--- config.mk ---
export PLATFORM = sky130hd
export DESIGN_NAME = step_pulser
export DESIGN_NICKNAME = d
export VERILOG_FILES = /design/src/rtl/step_pulser.sv
export SDC_FILE = /design/constraint.sdc
export NUM_CORES = 1
export LEC_CHECK = 0
export ABC_CLOCK_PERIOD_IN_PS = 5100
export CORE_MARGIN = 4
export CORE_UTILIZATION = 34
export DETAILED_ROUTE_END_ITERATION = 10
export HOLD_SLACK_MARGIN = 0.12
export PLACE_DENSITY = 0.56
export SETUP_SLACK_MARGIN = 0.2
export SLEW_MARGIN = 10
export SYNTH_ARGS = -nofsm -noshare
export SYNTH_HDL_FRONTEND = slang
export SYNTH_SLANG_ARGS = --single-unit
--- constraint.sdc ---
create_clock -name clk -period 5.1 [get_ports clk]
set_clock_uncertainty 0.15 [all_clocks]
set_input_delay 0.51 -clock clk [delete_from_list [all_inputs] [get_ports clk]]
set_output_delay 0.51 -clock clk [all_outputs]
set_load 0.01 [all_outputs]
--- src/rtl/step_pulser.sv ---
`default_nettype none
// +--------------------------------------------------------------------------+
// | step_pulser: pops step segments from a fifo and emits step/dir pulses.   |
// | Optional position counter enabled by defining STEP_PULSER_POSITION_EN.   |
// | Revision: 1.0 - initial release                                          |
// +--------------------------------------------------------------------------+
module step_pulser #(
  parameter int unsigned PulseWidth = 8,
  parameter int unsigned DirSetup   = 4
) (
  input  logic        clk,
  input  logic        rst,
  input  logic        data_available,
  output logic        data_request,
  input  logic [31:0] data,
  output logic        step_out,
  output logic        dir_out,
  output logic        busy,
  output logic [31:0] position
);

  typedef enum logic [2:0] {
    S_IDLE  = 3'd0,
    S_FETCH = 3'd1,
    S_SETUP = 3'd2,
    S_HIGH  = 3'd3,
    S_LOW   = 3'd4
  } state_t;

  localparam logic [15:0] c_pulse_width = 16'(PulseWidth);
  localparam logic [15:0] c_high_load   = 16'(PulseWidth - 1);
  localparam logic [15:0] c_setup_load  = 16'(DirSetup - 1);

  state_t      r_state, w_state_next;
  logic        r_armed;
  logic        r_dir, w_dir_next;
  logic [14:0] r_count, w_count_next;
  logic [15:0] r_low_len, w_low_len_next;
  logic [15:0] r_timer, w_timer_next;

  logic        w_new_dir;
  logic [14:0] w_new_count;
  logic [15:0] w_new_period;

  assign w_new_dir    = data[31];
  assign w_new_count  = data[30:16];
  assign w_new_period = data[15:0];

  always_ff @(posedge clk or posedge rst) begin
    if (rst) begin
      r_state   <= S_IDLE;
      r_armed   <= 1'b0;
      r_dir     <= 1'b0;
      r_count   <= '0;
      r_low_len <= '0;
      r_timer   <= '0;
    end else begin
      r_state   <= w_state_next;
      r_armed   <= 1'b1;
      r_dir     <= w_dir_next;
      r_count   <= w_count_next;
      r_low_len <= w_low_len_next;
      r_timer   <= w_timer_next;
    end
  end

  // r_armed holds off the first request until a clock edge after reset release.
  always_comb begin
    w_state_next   = r_state;
    w_dir_next     = r_dir;
    w_count_next   = r_count;
    w_low_len_next = r_low_len;
    w_timer_next   = r_timer;
    data_request   = 1'b0;
    case (r_state)
      S_IDLE: begin
        if (data_available && r_armed) begin
          data_request = 1'b1;
          w_state_next = S_FETCH;
        end
      end
      S_FETCH: begin
        if (w_new_count == '0) begin
          w_state_next = S_IDLE;
        end else begin
          w_dir_next   = w_new_dir;
          w_count_next = w_new_count;
          // Low phase length = max(period, PulseWidth+1) - PulseWidth.
          w_low_len_next = (w_new_period > c_pulse_width) ?
                           (w_new_period - c_pulse_width) : 16'd1;
          if (w_new_dir != r_dir) begin
            w_state_next = S_SETUP;
            w_timer_next = c_setup_load;
          end else begin
            w_state_next = S_HIGH;
            w_timer_next = c_high_load;
          end
        end
      end
      S_SETUP: begin
        if (r_timer == '0) begin
          w_state_next = S_HIGH;
          w_timer_next = c_high_load;
        end else begin
          w_timer_next = r_timer - 16'd1;
        end
      end
      S_HIGH: begin
        if (r_timer == '0) begin
          w_state_next = S_LOW;
          w_timer_next = r_low_len - 16'd1;
          w_count_next = r_count - 15'd1;
        end else begin
          w_timer_next = r_timer - 16'd1;
        end
      end
      S_LOW: begin
        if (r_timer == '0) begin
          if (r_count != '0) begin
            w_state_next = S_HIGH;
            w_timer_next = c_high_load;
          end else begin
            w_state_next = S_IDLE;
          end
        end else begin
          w_timer_next = r_timer - 16'd1;
        end
      end
      default: w_state_next = S_IDLE;
    endcase
  end

  assign step_out = (r_state == S_HIGH);
  assign dir_out  = r_dir;
  assign busy     = (r_state != S_IDLE);

`ifdef STEP_PULSER_POSITION_EN
  logic [31:0] r_position;
  logic        w_step_rise;

  assign w_step_rise = (w_state_next == S_HIGH) && (r_state != S_HIGH);

  always_ff @(posedge clk or posedge rst) begin
    if (rst) begin
      r_position <= '0;
    end else if (w_step_rise) begin
      r_position <= w_dir_next ? (r_position + 32'd1) : (r_position - 32'd1);
    end
  end

  assign position = r_position;
`else
  assign position = '0;
`endif

endmodule
`default_nettype wire

## Word level (Yosys, flattened, before mapping)

Cells that the tools add are included.

| word-level totals | value |
|---|---|
| register bits after elaboration | 52 |
| bits in latches | 0 |
| bits in writable memories | 0 |
| memory bits (read-only) | 0 |
| bits of input ports | 35 |
| output and inout bits | 36 |
| logic and storage cells | 56 |
| memories | 0 |

| operators by class | value |
|---|---|
| add/subtract/negate cells | 4 |
| $mul | 0 |
| divide/modulo/power cells | 0 |
| magnitude comparators | 1 |
| equality and inequality tests | 11 |
| shift operators | 0 |
| multiplexer cells | 21 |
| bitwise gates (word level) | 1 |
| reductions and logical operators | 12 |

Operators with widths:

| kind | count |
|---|---|
| 2-to-1 mux 16 bit | 6 |
| one-hot mux 16 bit (4 select lines) | 1 |
| subtractor 16 x 1 -> 16 bit (second input constant) | 2 |
| 2-to-1 mux 15 bit | 2 |
| one-hot mux 15 bit (2 select lines) | 1 |
| greater-than comparator 16 x 4 -> 1 bit (second input constant) | 1 |
| logical NOT 16 bit | 1 |
| subtractor 16 x 4 -> 16 bit (second input constant) | 1 |
| logical NOT 15 bit | 1 |
| 2-to-1 mux 3 bit | 5 |
| one-hot mux 3 bit (5 select lines) | 1 |
| nonzero test 15 bit | 1 |
| subtractor 15 x 1 -> 15 bit (second input constant) | 1 |
| != test 2 bit (second input constant) | 4 |
| equality test 3 x 2 -> 1 bit (second input constant) | 2 |
| AND reduction 3 bit | 2 |
| 2-to-1 mux 2 bit | 2 |
| AND reduction 4 bit | 1 |
| nonzero test 4 bit | 1 |
| equality test 3 x 1 -> 1 bit (second input constant) | 1 |
| equality test 3 bit (second input constant) | 1 |
| logical NOT 3 bit | 1 |
| 2-to-1 mux 1 bit | 3 |
| != test 3 bit (second input constant) | 1 |
| other kinds (7) | 7 |

## Depth between registers and ports, before layout

| logic depth | value |
|---|---|
| word-level depth | 4 |
| mapped depth | 9 |
| depth with buffers taken out | 8 |

## Worst setup path after synthesis

Ideal clock, no wire load.

| timing | value |
|---|---|
| path type | register to register |
| from | register r_count[6] |
| to | register r_timer[4] |
| library setup time | 0.080 ns |
| arrival time | 2.465 ns |
| required time | 4.870 ns |
| setup slack | 2.404 ns |
| stages on the path, launching flop included | 8 |
| path buffers | 1 |
| period minus slack after synthesis | 2.696 ns |
| path through | dfrtp_1 or4_4 or4_4 or4b_4 a2bb2oi_4 buf_6 a21oi_2 o211ai_2 |

| on the way | value |
|---|---|
| cells in the longest elaborated chain, start to end | 3 |

RTL lines:

| what | line | RTL |
|---|---|---|
| from (decl) | 37 | `logic [14:0] r_count, w_count_next;` |
| from (signal assigned) | 61 | `r_count <= w_count_next;` |
| nonzero test 15 bit | 119 | `if (r_count != '0) begin` |
| != test 3 bit (no source line) | - |  |
| AND reduction 3 bit (no source line) | - |  |
| to (signal assigned) | 63 | `r_timer <= w_timer_next;` |
| to (decl) | 39 | `logic [15:0] r_timer, w_timer_next;` |

Every way passes these cells.
A chain may end at the register's enable or synchronous reset.

## Worst setup path after layout

| timing | value |
|---|---|
| from | register r_state[1] |
| to | output step_out |

| on the way | value |
|---|---|
| cells in the longest elaborated chain, start to end | 1 |

RTL lines:

| what | line | RTL |
|---|---|---|
| from (decl) | 34 | `state_t r_state, w_state_next;` |
| from (signal assigned) | 58 | `r_state <= w_state_next;` |
| equality test 3 x 2 -> 1 bit | 133 | `assign step_out = (r_state == S_HIGH);` |
| to (decl) | 16 | `output logic step_out,` |

Every way passes these cells.

==> flow_summary_export.csv <==
group,metric,value,unit
drt,drt_pass1_iterations,5,
synthesis,async_flop_share,1.000,
global_routing,grt_use_met2,0.2322,
cts,htree_levels,2,
global_routing,grt_overflow_total,0,
synthesis,synth.distinct_cells,58,
floorplan,die_area,0.01209,sq mm
cts,cts_buffer_depth,2,
sta,setup_viol,0,
synthesis,synth_area,0.003535,sq mm
sta,slew_viol_final,0,
global_routing,grt_max_degree,53,
floorplan,die_h,110.0,microns
worst_setup_path,cp-start-kind,"flip-flop",
worst_setup_path,timing.rr.end,"r_count[4]",
synthesis,synth_flop_cell,"dfrtp_1",
cts,clkSinkCount,52,
global_routing,grt_pass1_vias,2854,
drt,vias_per_cell,5.146,
global_routing,grt_usage,0.1440,
layout,antennaDiodeCount,0,
synthesis,synth_seq_cells,52,
floorplan,die_width,110.0,microns
floorplan,row_count,36,
placement,placed_area,0.003930,sq mm
synthesis,synth_edf_count,0,
sta,worst_slack,1.842,ns
sta,rsz0062_at_grt,"no",
cts,hold_buffers,0,
sta,timing.fmax,306.9,MHz
worst_setup_path,cp_data_arrival_time,2.60,ns
global_routing,antenna_found_initial,0,
run,cap_viol_max_count,0,
drt,ant_nets,0,
worst_setup_path,required,4.44,ns
synthesis,syn_avg_cell_area,8.239,sq um
sta,tightest_slew,1.142,ns
synthesis,syn-instance-count,429,
sta,relSlewSlack,0.2330,
synthesis,synth_area_leaders,"dfrtp_1 37%, buf_4 6.8%, nand2_1 5.6%, o21ai_0 5.1%, nor2_1 4.0%",
drt,dr.first_iter.drc_count,115,
cts,tritoncts,"yes",
worst_setup_path,critPathMaxStageDelay,0.57,ns
placement,dp_slack,1.594,ns
worst_setup_path,worstSetupStartpoint,"r_state[1]",
cts,cts_made_buffers,5,
pwr,finalPower,0.7875,mW
layout,area_growth,14.23,%
sta,hold_viol_final,0,
worst_setup_path,critical_path.cell_chain,"nor2b_1 -> nand2_1 -> clkinv_1 -> buf_4 -> clkdlybuf4s50_1",
cts,clk_latency,0.31,ns
cts,path_clk_slew,0.09,ns
sta,finalCritPeriodShare,0.6389,
floorplan,start_util,0.3551,
pwr,vdd_drop_max,88.15,uV
drt,vias,3072,
cts,postCtsSetupBuffers,0,
synthesis,synth_top_area_share,0.3681,
global_routing,grtUsageMet3,0.01585,
global_routing,grt_pass1_wl,13.97,mm
placement,dp.cells,589,
floorplan,core-area,0.009955,sq mm
synthesis,ys_seq_area_frac,0.3681,
layout,fin_util,0.4056,
worst_setup_path,timing.critical_path.to,"step_out",
sta,period_minus_slack,3.258,ns
layout,finalNetCount,503,
worst_setup_path,critPathMaxFanout,27,
placement,portBuffers,38,
worst_setup_path,r2r_slack,1.84,ns
drt,wl_per_cell,14.04,microns
drt,drc,0,
sta,final.setup.tns,0,ns
synthesis,yosys_warnings,0,
sta,timing.hold.ws,0.3742,ns
placement,hpwl,6.195,mm
drt,wl,8.383,mm
worst_setup_path,crit_type,"flip-flop to output port",
floorplan,ioPinCount,71,
pwr,powerDensity,195.0,mW/mm^2
worst_setup_path,setup.worst_path.end_class,"output port",
worst_setup_path,rr_worst_depth,8,
status,status,"complete, no violations",
cts,postCtsResizedCells,0,
worst_setup_path,critical-path-slowest-cell,"clkdlybuf4s50_1",
layout,layout-drive-gt1-share,0.05172,
placement,finalWeightedCongestion,0.8064,
hold_path,min-delay-path-class,"flip-flop to flip-flop",
layout,layoutNonFillerInstCount,597,
pwr,p_leak,1.592,nW
layout,finalInstanceArea,0.004038,sq mm
cts,root_buffer,"clkbuf_8",
synthesis,synth_largest_area_cell,"dfrtp_1",
worst_setup_path,r2r-start,"r_state[1]",
global_routing,busiest_layer,"met2",
global_routing,grt_use_met1,0.2049,
[layout make-up]
class / count / area, sq um
Clock buffer: 6 / 72.57
Clock inverter: 2 / 35.03
Fill cell: 1014 / 5917
Inverter: 16 / 60.06
Multi-Input combinational cell: 345 / 1984
Sequential cell: 52 / 1301
Tap cell: 133 / 166.4
Timing Repair Buffer: 43 / 417.9
[cells by family after synthesis]
kind of cell / synth area share
buffers and inverters: 0.1034
other: 0.002125
multiplexers: 0.008850
XOR/XNOR: 0.06443
adder cells (fa/ha/maj): 0.01770
flip-flops: 0.3681
AND/OR/NAND/NOR: 0.2280
AO/OA/AOI/OAI: 0.2074
[per-layer routing]
layer | vias up | wire (microns)
li1 | 1542 | -
met1 | 1440 | 4173
met2 | 79 | 3813
met3 | 11 | 297
met4 | 0 | 98
met5 | - | 0
[cell usage after synthesis (3+ instances only)]
library cell and n:
o22ai_1 5, nor3b_1 3, nor2_1 38, nand2_1 53, dfrtp_1 52, nor4_1 12
o311ai_0 3, o31ai_1 10, nor3_1 20, buf_4 32, ha_1 5, nor2b_1 5
clkbuf_1 12, a31oi_1 3, nand3_1 9, xor2_1 13, nand2b_1 3, o21ai_0 36
or3_1 5, inv_1 15, or4_1 5, a21oi_1 23, xnor2_1 13, o21ai_1 5
nand3b_1 3, o211ai_1 5
[state kept, by name (all words and copies together), names as in the netlist]
register   flops
r_state        3
r_timer       16
dir_out        1
r_armed        1
r_count       15
r_low_len     16
[power breakdown]
group / total (mW) / switching (mW) / leakage [nW] / internal, mW
clock: 0.290 / 0.144 / 0.0552 / 0.146
sequential: 0.424 / 0.00569 / 0.642 / 0.419
combinational: 0.0729 / 0.0390 / 0.895 / 0.0339
[placed cells by master (no fill, tap or decap), types with 5 or more instances in the layout]
master	n
xnor2_1	13
inv_1	14
or4_1	5
clkdlybuf4s50_1	38
nor2b_1	5
nand3_1	9
dfrtp_1	52
ha_1	5
o211ai_1	5
nor2_1	38
o22ai_1	5
clkbuf_8	5
buf_4	5
nor3_1	20
o31ai_1	10
o21ai_1	5
nor4_1	12
o21ai_0	36
xor2_1	13
nand2_1	53
a21oi_1	23
or3_1	5
conb_1	33
[worst min-delay path by stage]
stage	slack (ns)	end	depth (start not counted)	startpoint
finish	0.37	r_low_len[15]	2	r_low_len[15]
global route	0.41	r_count[5]	2	r_count[5]
CTS	0.38	r_low_len[15]	2	r_low_len[15]
detailed placement	0.36	r_timer[3]	2	r_timer[3]
global placement	0.34	r_count[8]	2	r_count[8]
floorplan	0.31	r_count[8]	2	r_count[8]
[critical path, delay by kind of cell, from the launching register on]
family / cells / cell delay [ns]
buffers and inverters: 3 / 1.00
and+or+nand+nor: 2 / 0.82
DFF: 1 / 0.46
No activity file was read; power rests on OpenSTA's default activity.
